File: src/rtl/reservation_station_bank_pkg.sv
// Shared types for the reservation station bank: station tags, entry states, dispatched task.
// No logic beyond a CDB tag-match helper; zero latency.
// No flow control lives here.
package cpu_types;

  localparam int NUM_RS = 6;

  // Station tags double as CDB producer IDs; RS_BUSY bit i follows this encoding.
  typedef enum logic [2:0] {
    STORE_1 = 3'd0,
    STORE_2 = 3'd1,
    LOAD_1  = 3'd2,
    LOAD_2  = 3'd3,
    ALU_1   = 3'd4,
    ALU_2   = 3'd5,
    INVALID = 3'd7
  } RS_tag_t;

  typedef enum logic [1:0] {
    FREE  = 2'd0,
    WAIT  = 2'd1,
    READY = 2'd2,
    EXEC  = 2'd3
  } rs_state_t;

  typedef enum logic [3:0] {
    OP_NOP   = 4'd0,
    OP_ADD   = 4'd1,
    OP_SUB   = 4'd2,
    OP_AND   = 4'd3,
    OP_OR    = 4'd4,
    OP_XOR   = 4'd5,
    OP_SLT   = 4'd6,
    OP_LOAD  = 4'd7,
    OP_STORE = 4'd8
  } opcode_t;

  typedef struct packed {
    opcode_t     op;
    logic [4:0]  rd;
    logic [11:0] imm;
  } task_t;

  // A broadcast only counts when valid and carrying a real station tag.
  function automatic logic tag_hit(input RS_tag_t q, input logic cdb_valid, input RS_tag_t cdb_tag);
    return cdb_valid && (cdb_tag != INVALID) && (q == cdb_tag);
  endfunction

endpackage

File: src/rtl/reservation_station_bank_rs_entry.sv
// One reservation station: FSM, operand values/tags, task, CDB snoop and dispatch forwarding.
// Latency: dispatch or wakeup at edge t makes ready visible in cycle t+1.
// Backpressure: stays READY (payload frozen) until issue_ack; store entries free on ack.
module rs_entry
  import cpu_types::*;
#(
  parameter int      XLEN     = 32,
  parameter RS_tag_t TAG      = ALU_1,
  parameter bit      IS_STORE = 1'b0
) (
  input  logic            CLK,
  input  logic            RST,
  input  logic            dispatch,
  input  task_t           disp_task,
  input  logic [XLEN-1:0] rs1_val,
  input  logic [XLEN-1:0] rs2_val,
  input  RS_tag_t         rs1_tag,
  input  RS_tag_t         rs2_tag,
  input  logic            cdb_valid,
  input  RS_tag_t         cdb_tag,
  input  logic [XLEN-1:0] cdb_data,
  input  logic            issue_ack,
  output logic            busy,
  output logic            ready,
  output task_t           ent_task,
  output logic [XLEN-1:0] vj,
  output logic [XLEN-1:0] vk
);

  rs_state_t       state;
  RS_tag_t         qj;
  RS_tag_t         qk;

  logic            j_fwd;
  logic            k_fwd;
  RS_tag_t         qj_disp;
  RS_tag_t         qk_disp;
  logic [XLEN-1:0] vj_disp;
  logic [XLEN-1:0] vk_disp;
  logic            j_wake;
  logic            k_wake;

  // Forwarding mux for incoming operands plus CDB snoop on pending tags.
  always_comb begin
    j_fwd   = tag_hit(rs1_tag, cdb_valid, cdb_tag);
    k_fwd   = tag_hit(rs2_tag, cdb_valid, cdb_tag);
    qj_disp = j_fwd ? INVALID : rs1_tag;
    qk_disp = k_fwd ? INVALID : rs2_tag;
    vj_disp = j_fwd ? cdb_data : rs1_val;
    vk_disp = k_fwd ? cdb_data : rs2_val;
    j_wake  = tag_hit(qj, cdb_valid, cdb_tag);
    k_wake  = tag_hit(qk, cdb_valid, cdb_tag);
  end

  // Entry FSM: FREE -> WAIT/READY -> EXEC -> FREE (stores go READY -> FREE).
  always_ff @(posedge CLK) begin
    if (RST) begin
      state    <= FREE;
      qj       <= INVALID;
      qk       <= INVALID;
      vj       <= '0;
      vk       <= '0;
      ent_task <= '0;
    end else begin
      case (state)
        FREE: begin
          if (dispatch) begin
            ent_task <= disp_task;
            qj       <= qj_disp;
            qk       <= qk_disp;
            vj       <= vj_disp;
            vk       <= vk_disp;
            state    <= ((qj_disp == INVALID) && (qk_disp == INVALID)) ? READY : WAIT;
          end
        end
        WAIT: begin
          if (j_wake) begin
            qj <= INVALID;
            vj <= cdb_data;
          end
          if (k_wake) begin
            qk <= INVALID;
            vk <= cdb_data;
          end
          if (((qj == INVALID) || j_wake) && ((qk == INVALID) || k_wake)) begin
            state <= READY;
          end
        end
        READY: begin
          if (issue_ack) begin
            state <= IS_STORE ? FREE : EXEC;
          end
        end
        EXEC: begin
          if (tag_hit(TAG, cdb_valid, cdb_tag)) begin
            state <= FREE;
          end
        end
        default: state <= FREE;
      endcase
    end
  end

  assign busy  = (state != FREE);
  assign ready = (state == READY);

endmodule

File: src/rtl/reservation_station_bank.sv
// Six reservation stations fed by the dispatcher, issuing to an ALU port and a shared MEM port.
// Latency: dispatch at edge t -> busy and earliest issue request in cycle t+1.
// Backpressure: VALID/READY per port; grant locked and payload stable until handshake.
module reservation_station_bank
  import cpu_types::*;
#(
  parameter int XLEN = 32
) (
  input  logic              CLK,
  input  logic              RST,
  input  task_t             DISPATCH_TASK,
  input  RS_tag_t           DEST_RS,
  input  logic [XLEN-1:0]   RS1_VAL,
  input  logic [XLEN-1:0]   RS2_VAL,
  input  RS_tag_t           RS1_TAG,
  input  RS_tag_t           RS2_TAG,
  input  logic              CDB_VALID,
  input  RS_tag_t           CDB_TAG,
  input  logic [XLEN-1:0]   CDB_DATA,
  output logic [NUM_RS-1:0] RS_BUSY,
  output logic              DISPATCH_ERR,
  output logic              ALU_VALID,
  input  logic              ALU_READY,
  output task_t             ALU_TASK,
  output logic [XLEN-1:0]   ALU_A,
  output logic [XLEN-1:0]   ALU_B,
  output RS_tag_t           ALU_TAG,
  output logic              MEM_VALID,
  input  logic              MEM_READY,
  output task_t             MEM_TASK,
  output logic [XLEN-1:0]   MEM_A,
  output logic [XLEN-1:0]   MEM_B,
  output RS_tag_t           MEM_TAG
);

  logic [NUM_RS-1:0] ent_busy;
  logic [NUM_RS-1:0] ent_ready;
  logic [NUM_RS-1:0] disp_en;
  logic [NUM_RS-1:0] issue_ack;
  task_t             ent_task [NUM_RS];
  logic [XLEN-1:0]   ent_vj   [NUM_RS];
  logic [XLEN-1:0]   ent_vk   [NUM_RS];

  logic [2:0]        dest_idx;
  logic              dest_ok;
  logic              disp_err_nxt;

  // ALU arbiter state: pointer 0 = ALU_1 first, 1 = ALU_2 first.
  logic              alu_ptr;
  logic              alu_lock_vld;
  logic              alu_lock_idx;
  logic [1:0]        alu_rdy;
  logic              alu_alt;
  logic              alu_vld;
  logic              alu_sel;
  logic              alu_hs;

  // MEM arbiter state over station indices 0..3.
  logic [1:0]        mem_ptr;
  logic              mem_lock_vld;
  logic [1:0]        mem_lock_idx;
  logic [3:0]        mem_rdy;
  logic [1:0]        mem_cand;
  logic              mem_vld;
  logic [1:0]        mem_sel;
  logic              mem_hs;

  for (genvar i = 0; i < NUM_RS; i++) begin : g_rs
    rs_entry #(
      .XLEN     (XLEN),
      .TAG      (RS_tag_t'(i)),
      .IS_STORE (i < 2)
    ) u_entry (
      .CLK       (CLK),
      .RST       (RST),
      .dispatch  (disp_en[i]),
      .disp_task (DISPATCH_TASK),
      .rs1_val   (RS1_VAL),
      .rs2_val   (RS2_VAL),
      .rs1_tag   (RS1_TAG),
      .rs2_tag   (RS2_TAG),
      .cdb_valid (CDB_VALID),
      .cdb_tag   (CDB_TAG),
      .cdb_data  (CDB_DATA),
      .issue_ack (issue_ack[i]),
      .busy      (ent_busy[i]),
      .ready     (ent_ready[i]),
      .ent_task  (ent_task[i]),
      .vj        (ent_vj[i]),
      .vk        (ent_vk[i])
    );
  end

  // Dispatch decode: only a free addressed station accepts; a busy one flags an error.
  always_comb begin
    dest_idx     = DEST_RS;
    dest_ok      = (dest_idx < 3'(NUM_RS));
    disp_en      = '0;
    disp_err_nxt = 1'b0;
    if (dest_ok) begin
      if (ent_busy[dest_idx]) begin
        disp_err_nxt = 1'b1;
      end else begin
        disp_en[dest_idx] = 1'b1;
      end
    end
  end

  // Error pulse is registered so it lines up with the cycle after the dropped dispatch.
  always_ff @(posedge CLK) begin
    if (RST) begin
      DISPATCH_ERR <= 1'b0;
    end else begin
      DISPATCH_ERR <= disp_err_nxt;
    end
  end

  // ALU pick: a stalled grant stays locked, otherwise round-robin from the pointer.
  always_comb begin
    alu_rdy = ent_ready[5:4];
    alu_alt = ~alu_ptr;
    alu_vld = 1'b0;
    alu_sel = alu_ptr;
    if (alu_lock_vld) begin
      alu_vld = alu_rdy[alu_lock_idx];
      alu_sel = alu_lock_idx;
    end else if (alu_rdy[alu_ptr]) begin
      alu_vld = 1'b1;
      alu_sel = alu_ptr;
    end else if (alu_rdy[alu_alt]) begin
      alu_vld = 1'b1;
      alu_sel = alu_alt;
    end
  end

  // MEM pick: scan from farthest to nearest so the candidate closest to the pointer wins.
  always_comb begin
    mem_rdy  = ent_ready[3:0];
    mem_cand = '0;
    mem_vld  = 1'b0;
    mem_sel  = mem_ptr;
    if (mem_lock_vld) begin
      mem_vld = mem_rdy[mem_lock_idx];
      mem_sel = mem_lock_idx;
    end else begin
      for (int k = 3; k >= 0; k--) begin
        mem_cand = mem_ptr + 2'(k);
        if (mem_rdy[mem_cand]) begin
          mem_vld = 1'b1;
          mem_sel = mem_cand;
        end
      end
    end
  end

  assign alu_hs = alu_vld & ALU_READY;
  assign mem_hs = mem_vld & MEM_READY;

  // Round-robin pointers advance past the winner only on handshake; lock holds a stalled grant.
  always_ff @(posedge CLK) begin
    if (RST) begin
      alu_ptr      <= 1'b0;
      alu_lock_vld <= 1'b0;
      alu_lock_idx <= 1'b0;
      mem_ptr      <= 2'd0;
      mem_lock_vld <= 1'b0;
      mem_lock_idx <= 2'd0;
    end else begin
      alu_lock_vld <= alu_vld & ~ALU_READY;
      alu_lock_idx <= alu_sel;
      mem_lock_vld <= mem_vld & ~MEM_READY;
      mem_lock_idx <= mem_sel;
      if (alu_hs) begin
        alu_ptr <= ~alu_sel;
      end
      if (mem_hs) begin
        mem_ptr <= mem_sel + 2'd1;
      end
    end
  end

  // Issue acknowledge routed back to the granted entry of each port.
  always_comb begin
    issue_ack = '0;
    if (alu_hs) begin
      issue_ack[{2'b10, alu_sel}] = 1'b1;
    end
    if (mem_hs) begin
      issue_ack[{1'b0, mem_sel}] = 1'b1;
    end
  end

  // Output muxes: payload zero and tag INVALID whenever the port is idle.
  always_comb begin
    ALU_VALID = alu_vld;
    ALU_TASK  = '0;
    ALU_A     = '0;
    ALU_B     = '0;
    ALU_TAG   = INVALID;
    if (alu_vld) begin
      ALU_TASK = ent_task[{2'b10, alu_sel}];
      ALU_A    = ent_vj[{2'b10, alu_sel}];
      ALU_B    = ent_vk[{2'b10, alu_sel}];
      ALU_TAG  = RS_tag_t'({2'b10, alu_sel});
    end
    MEM_VALID = mem_vld;
    MEM_TASK  = '0;
    MEM_A     = '0;
    MEM_B     = '0;
    MEM_TAG   = INVALID;
    if (mem_vld) begin
      MEM_TASK = ent_task[{1'b0, mem_sel}];
      MEM_A    = ent_vj[{1'b0, mem_sel}];
      MEM_B    = ent_vk[{1'b0, mem_sel}];
      MEM_TAG  = RS_tag_t'({1'b0, mem_sel});
    end
  end

  assign RS_BUSY = ent_busy;

endmodule
File: config.mk
export PLATFORM = sky130hd
export DESIGN_NAME = reservation_station_bank
export DESIGN_NICKNAME = d
export VERILOG_FILES = /design/src/rtl/reservation_station_bank_pkg.sv /design/src/rtl/reservation_station_bank_rs_entry.sv /design/src/rtl/reservation_station_bank.sv
export SDC_FILE = /design/constraint.sdc
export NUM_CORES = 2
export LEC_CHECK = 0
export ABC_AREA = 0
export BUFFER_PORTS_ARGS = -buffer_cell sky130_fd_sc_hd__buf_2
export CAP_MARGIN = 20
export CORE_MARGIN = 2
export CORE_UTILIZATION = 56
export CTS_BUF_LIST = sky130_fd_sc_hd__clkbuf_4
export CTS_CLUSTER_SIZE = 28
export DETAILED_ROUTE_END_ITERATION = 6
export PLACE_DENSITY = 0.75
export SLEW_MARGIN = 20
export SYNTH_ARGS = -nofsm -noshare
export SYNTH_HDL_FRONTEND = slang
export SYNTH_SLANG_ARGS = --single-unit
File: constraint.sdc
create_clock -name CLK -period 4.25 [get_ports CLK]
set_input_delay 0.85 -clock CLK [delete_from_list [all_inputs] [get_ports CLK]]
set_output_delay 0.85 -clock CLK [all_outputs]
set_load 0.02 [all_outputs]
==> qor.csv <==
metric,value,unit
total power divided by cell area,673,nW/um^2
Nets,4032,
Syn Std Cell Area,29700,sq um
CP startpoint kind,flip-flop,
share of flip-flops with an asynchronous set or reset after synthesis,0,%
post-synthesis cell type with the largest combined area,dfxtp_1,
row count,84,
fraction of power spent switching nets,42.5,%
clock latency on the worst-skew pair,1020,ps
type of the worst setup path,flip-flop to output port,
via count of the routed design,29375,
effective utilization at floorplan,56.6,%
path length in cells of the critical path,12,
outcome,finished with violations,
"count leader, synth",nand2_1,
number of iterations in the first detailed-routing pass,6,
tightest slew margin relative to the limit,24.8,%
worst min path class,input pin to flip-flop,
Die ar.,55000,sq um
setup repair after global routing missed its margin,yes,
proportion of power drawn by flip-flops and latches,29.1,%
violated checks,negative setup slack,
initial antenna violation count,12,
horizontal extent of the die,234,microns
Finished Core Util,66.5,%
number of instances in the synthesized netlist,3669,
pin count of the biggest net entering global routing,120,
dominant register cell in the synthesized netlist,dfxtp_1,
hold buffer count at cts,0,
cells on worst reg2reg path,11,
Synth warnings,0,
main area contributors after synthesis,"dfxtp_1 38%, a21oi_1 10%, nand2_1 8.9%",
Final Slew Violations,0,
Commonest cells post-synth,"704 x nand2_1, 618 x a21oi_1, 567 x dfxtp_1, 269 x clkbuf_1, 259 x o211ai_1",
endpoint kind of the worst setup timing path,output port,
Least-Margin Pin Slew,1130,ps
LEAKAGE,0.0128,uW
share of the clock period used by the worst path,102,%
worst path bufs/invs,5,
cell chosen for the clock root,clkbuf_4,
number of synthesized flops with an enable pin,0,
WL per Instance,22.1,microns
Crit path largest cell delay,370,ps
Total Wirelength,104,mm
Worst Min Path Start,ALU_READY,
Max-cap violations,0,
clock slew at reported path FFs,60,ps
combinational cell fraction of total power,49.3,%
number of levels in the clock H-tree,4,
Longest Clk Path Bufs,3,
total of endpoints with negative setup slack in the final report,55,
worst-path cell with the longest stage delay,dfxtp_4,
fraction of layout instances using a drive strength above 1,24.1,%
number of buffers added on ports,317,
Yosys top cell area share,38.2,%
Die H,234,microns
crit path time final,4350,ps
signal arrival time at the worst endpoint,3500,ps
via count of the first global-routing pass,27193,
"crit path setup slack, layout",-100,ps
Detail Route Antenna Nets,0,
number of fillers in the final layout,4405,
Layout Skew,60.3,ps
number of remaining DRC errors,0,
post-route design area,34900,sq um
"Seq/Total Area, Yosys",38.2,%
CTS buffer count,153,
"CP delay by family, top",buffers and inverters,
internal power of the cells,13500,uW
growth of design area from synthesis to finish,17.5,%
endpoint of the worst hold-timing path,alu_lock_vld,
estimated wirelength of the detail-placed design,62.3,mm
I/O Pins,319,
required time at the endpoint of the critical path,3400,ps
number of unique standard cell types used by synthesis,76,
number of clock sinks seen by CTS,567,
global routing usage summed across all routing layers,36.3,%
GP Congestion,0.876,
Highest Clock Rate,230,MHz
Synth Register Bits,567,
worst vdd rail ir drop,1.38,mV
largest fanout on the critical path,10,
area of placed instances,31600,sq um
destination of the worst register-to-register timing path,g_rs[4].u_entry.vj[8],
count of cells along the worst hold path,2,
P_sw,9990,uW
total congestion overflow,0,
Core Area,52600,sq um
portion of total power attributed to the clock network,21.6,%
number of DRC violations after detailed-routing iteration 0,3109,
routed vias/inst,6.27,
Syn Nets,3823,
launch point of the worst reg-to-reg path,g_rs[4].u_entry.state[1],
count of final hold-check violations,0,
cells along the critical path,"inv_6, ha_4, nand2_1, o21ai_4, o32ai_4, o22ai_4, buf_12, buf_4, bufbuf_16, mux4_2, and2_4, buf_6",
clock tree from TritonCTS,yes,
setup slack on the worst flop-to-flop path,930,ps
synthesized area per cell,8.10,sq um
wire length of the first global-routing pass,155,mm
==> through the flow <==
stage               worst slack [ps]  instances  power (uW)  TNS [ps]  hold slack, ps
floorplan                        951       3669       13400         0             429
global placement                 534       4365       16100         0             438
detailed placement               478       4365       16200         0             443
CTS                            -89.5       4669       22800     -2780            10.0
global route                    -175       4683       24500     -9910            76.2
finish                          -100       4683       23500     -2890            87.3
==> worst max path at each step <==
stage / startpoint / end / slack, ps
detailed placement: g_rs[3].u_entry.state[0] / MEM_B[10] / 480
CTS: g_rs[3].u_entry.state[0] / MEM_A[14] / -90
global route: g_rs[3].u_entry.state[0] / MEM_A[25] / -180
floorplan: g_rs[3].u_entry.state[0] / MEM_TASK[13] / 950
finish: g_rs[3].u_entry.state[0] / MEM_B[0] / -100
global placement: g_rs[3].u_entry.state[0] / MEM_B[5] / 530
==> placed cells by master, fill, tap and decap left out, drive strengths merged, types with 32 or more instances in the layout <==
cell type  instances
a211oi           130
a21oi            622
and2              90
buf              430
clkbuf           232
dfxtp            567
mux2              65
mux2i             71
mux4              86
nand2            705
nand2b           151
nand3             32
nor2             250
o211ai           259
xnor2             34
==> layout make-up <==
class,count,area (sq um),area share (%)
Clock buffer,227,1700,4.88
Antenna cell,6,15.0,0.0430
Inverter,26,123,0.351
Tap cell,688,861,2.46
Multi-Input combinational cell,2691,17000,48.8
Timing Repair Buffer,439,3540,10.1
Sequential cell,567,11400,32.5
Clock inverter,39,290,0.831
==> logic make-up (layout without fill, tap and decap cells) <==
kind of cell	after synthesis	count (layout)	share of synthesized area, %
AO/OA/AOI/OAI	1110	1110	23.1
XOR/XNOR	43	43	1.27
adder cells (fa/ha/maj)	21	21	0.879
buffers and inverters	411	731	6.11
flip-flops	567	567	38.2
multiplexers	222	222	11.4
other	1	7	0.0126
AND/OR/NAND/NOR	1294	1294	19.1
==> flip-flops by register name (all words and copies together), names as in the netlist <==
signal                 flops
mem_ptr                    2
g_rs.u_entry.ent_task    126
g_rs.u_entry.vk          192
alu_lock_vld               1
alu_lock_idx               1
alu_ptr                    1
mem_lock_idx               2
DISPATCH_ERR               1
mem_lock_vld               1
g_rs.u_entry.state        12
g_rs.u_entry.qj           18
g_rs.u_entry.qk           18
g_rs.u_entry.vj          192
==> power groups by stage <==
stage | Clock (uW) | Combinational [uW] | Sequential (uW)
final | 5080 | 11600 | 6840
after global placement | 0 | 9240 | 6880
after global routing | 5420 | 12200 | 6930
after detailed placement | 0 | 9340 | 6900
after CTS | 5110 | 10800 | 6800
after floorplan | 0 | 6660 | 6700
==> routing by layer <==
layer  vias to the layer above  GRT usage [%]  routed length [microns]
met3                       316           9.91                    12200
met2                      1838           55.8                    46300
met5                         -              0                      103
li1                      13445              -                        -
met4                        16           17.8                     4440
met1                     13760           47.1                    40500
==> worst register-to-register path: cells and delay by family (launching register included) <==
family,cells,cell delay [ps]
flip-flops,1,340
AO/OA/AOI/OAI,4,1130
AND/OR/NAND/NOR,2,640
buffers and inverters,4,760
adder cells (fa/ha/maj),1,380
==> repair_timing <==
action / 4_1_cts / 5_1_grt
pin swaps: 5 / 3
gates cloned: 9 / 5
setup buffers: 29 / 4
gates resized for setup: 93 / 129
endpoints found under the setup margin: 148 / 116
No activity file was read; power rests on OpenSTA's default activity.
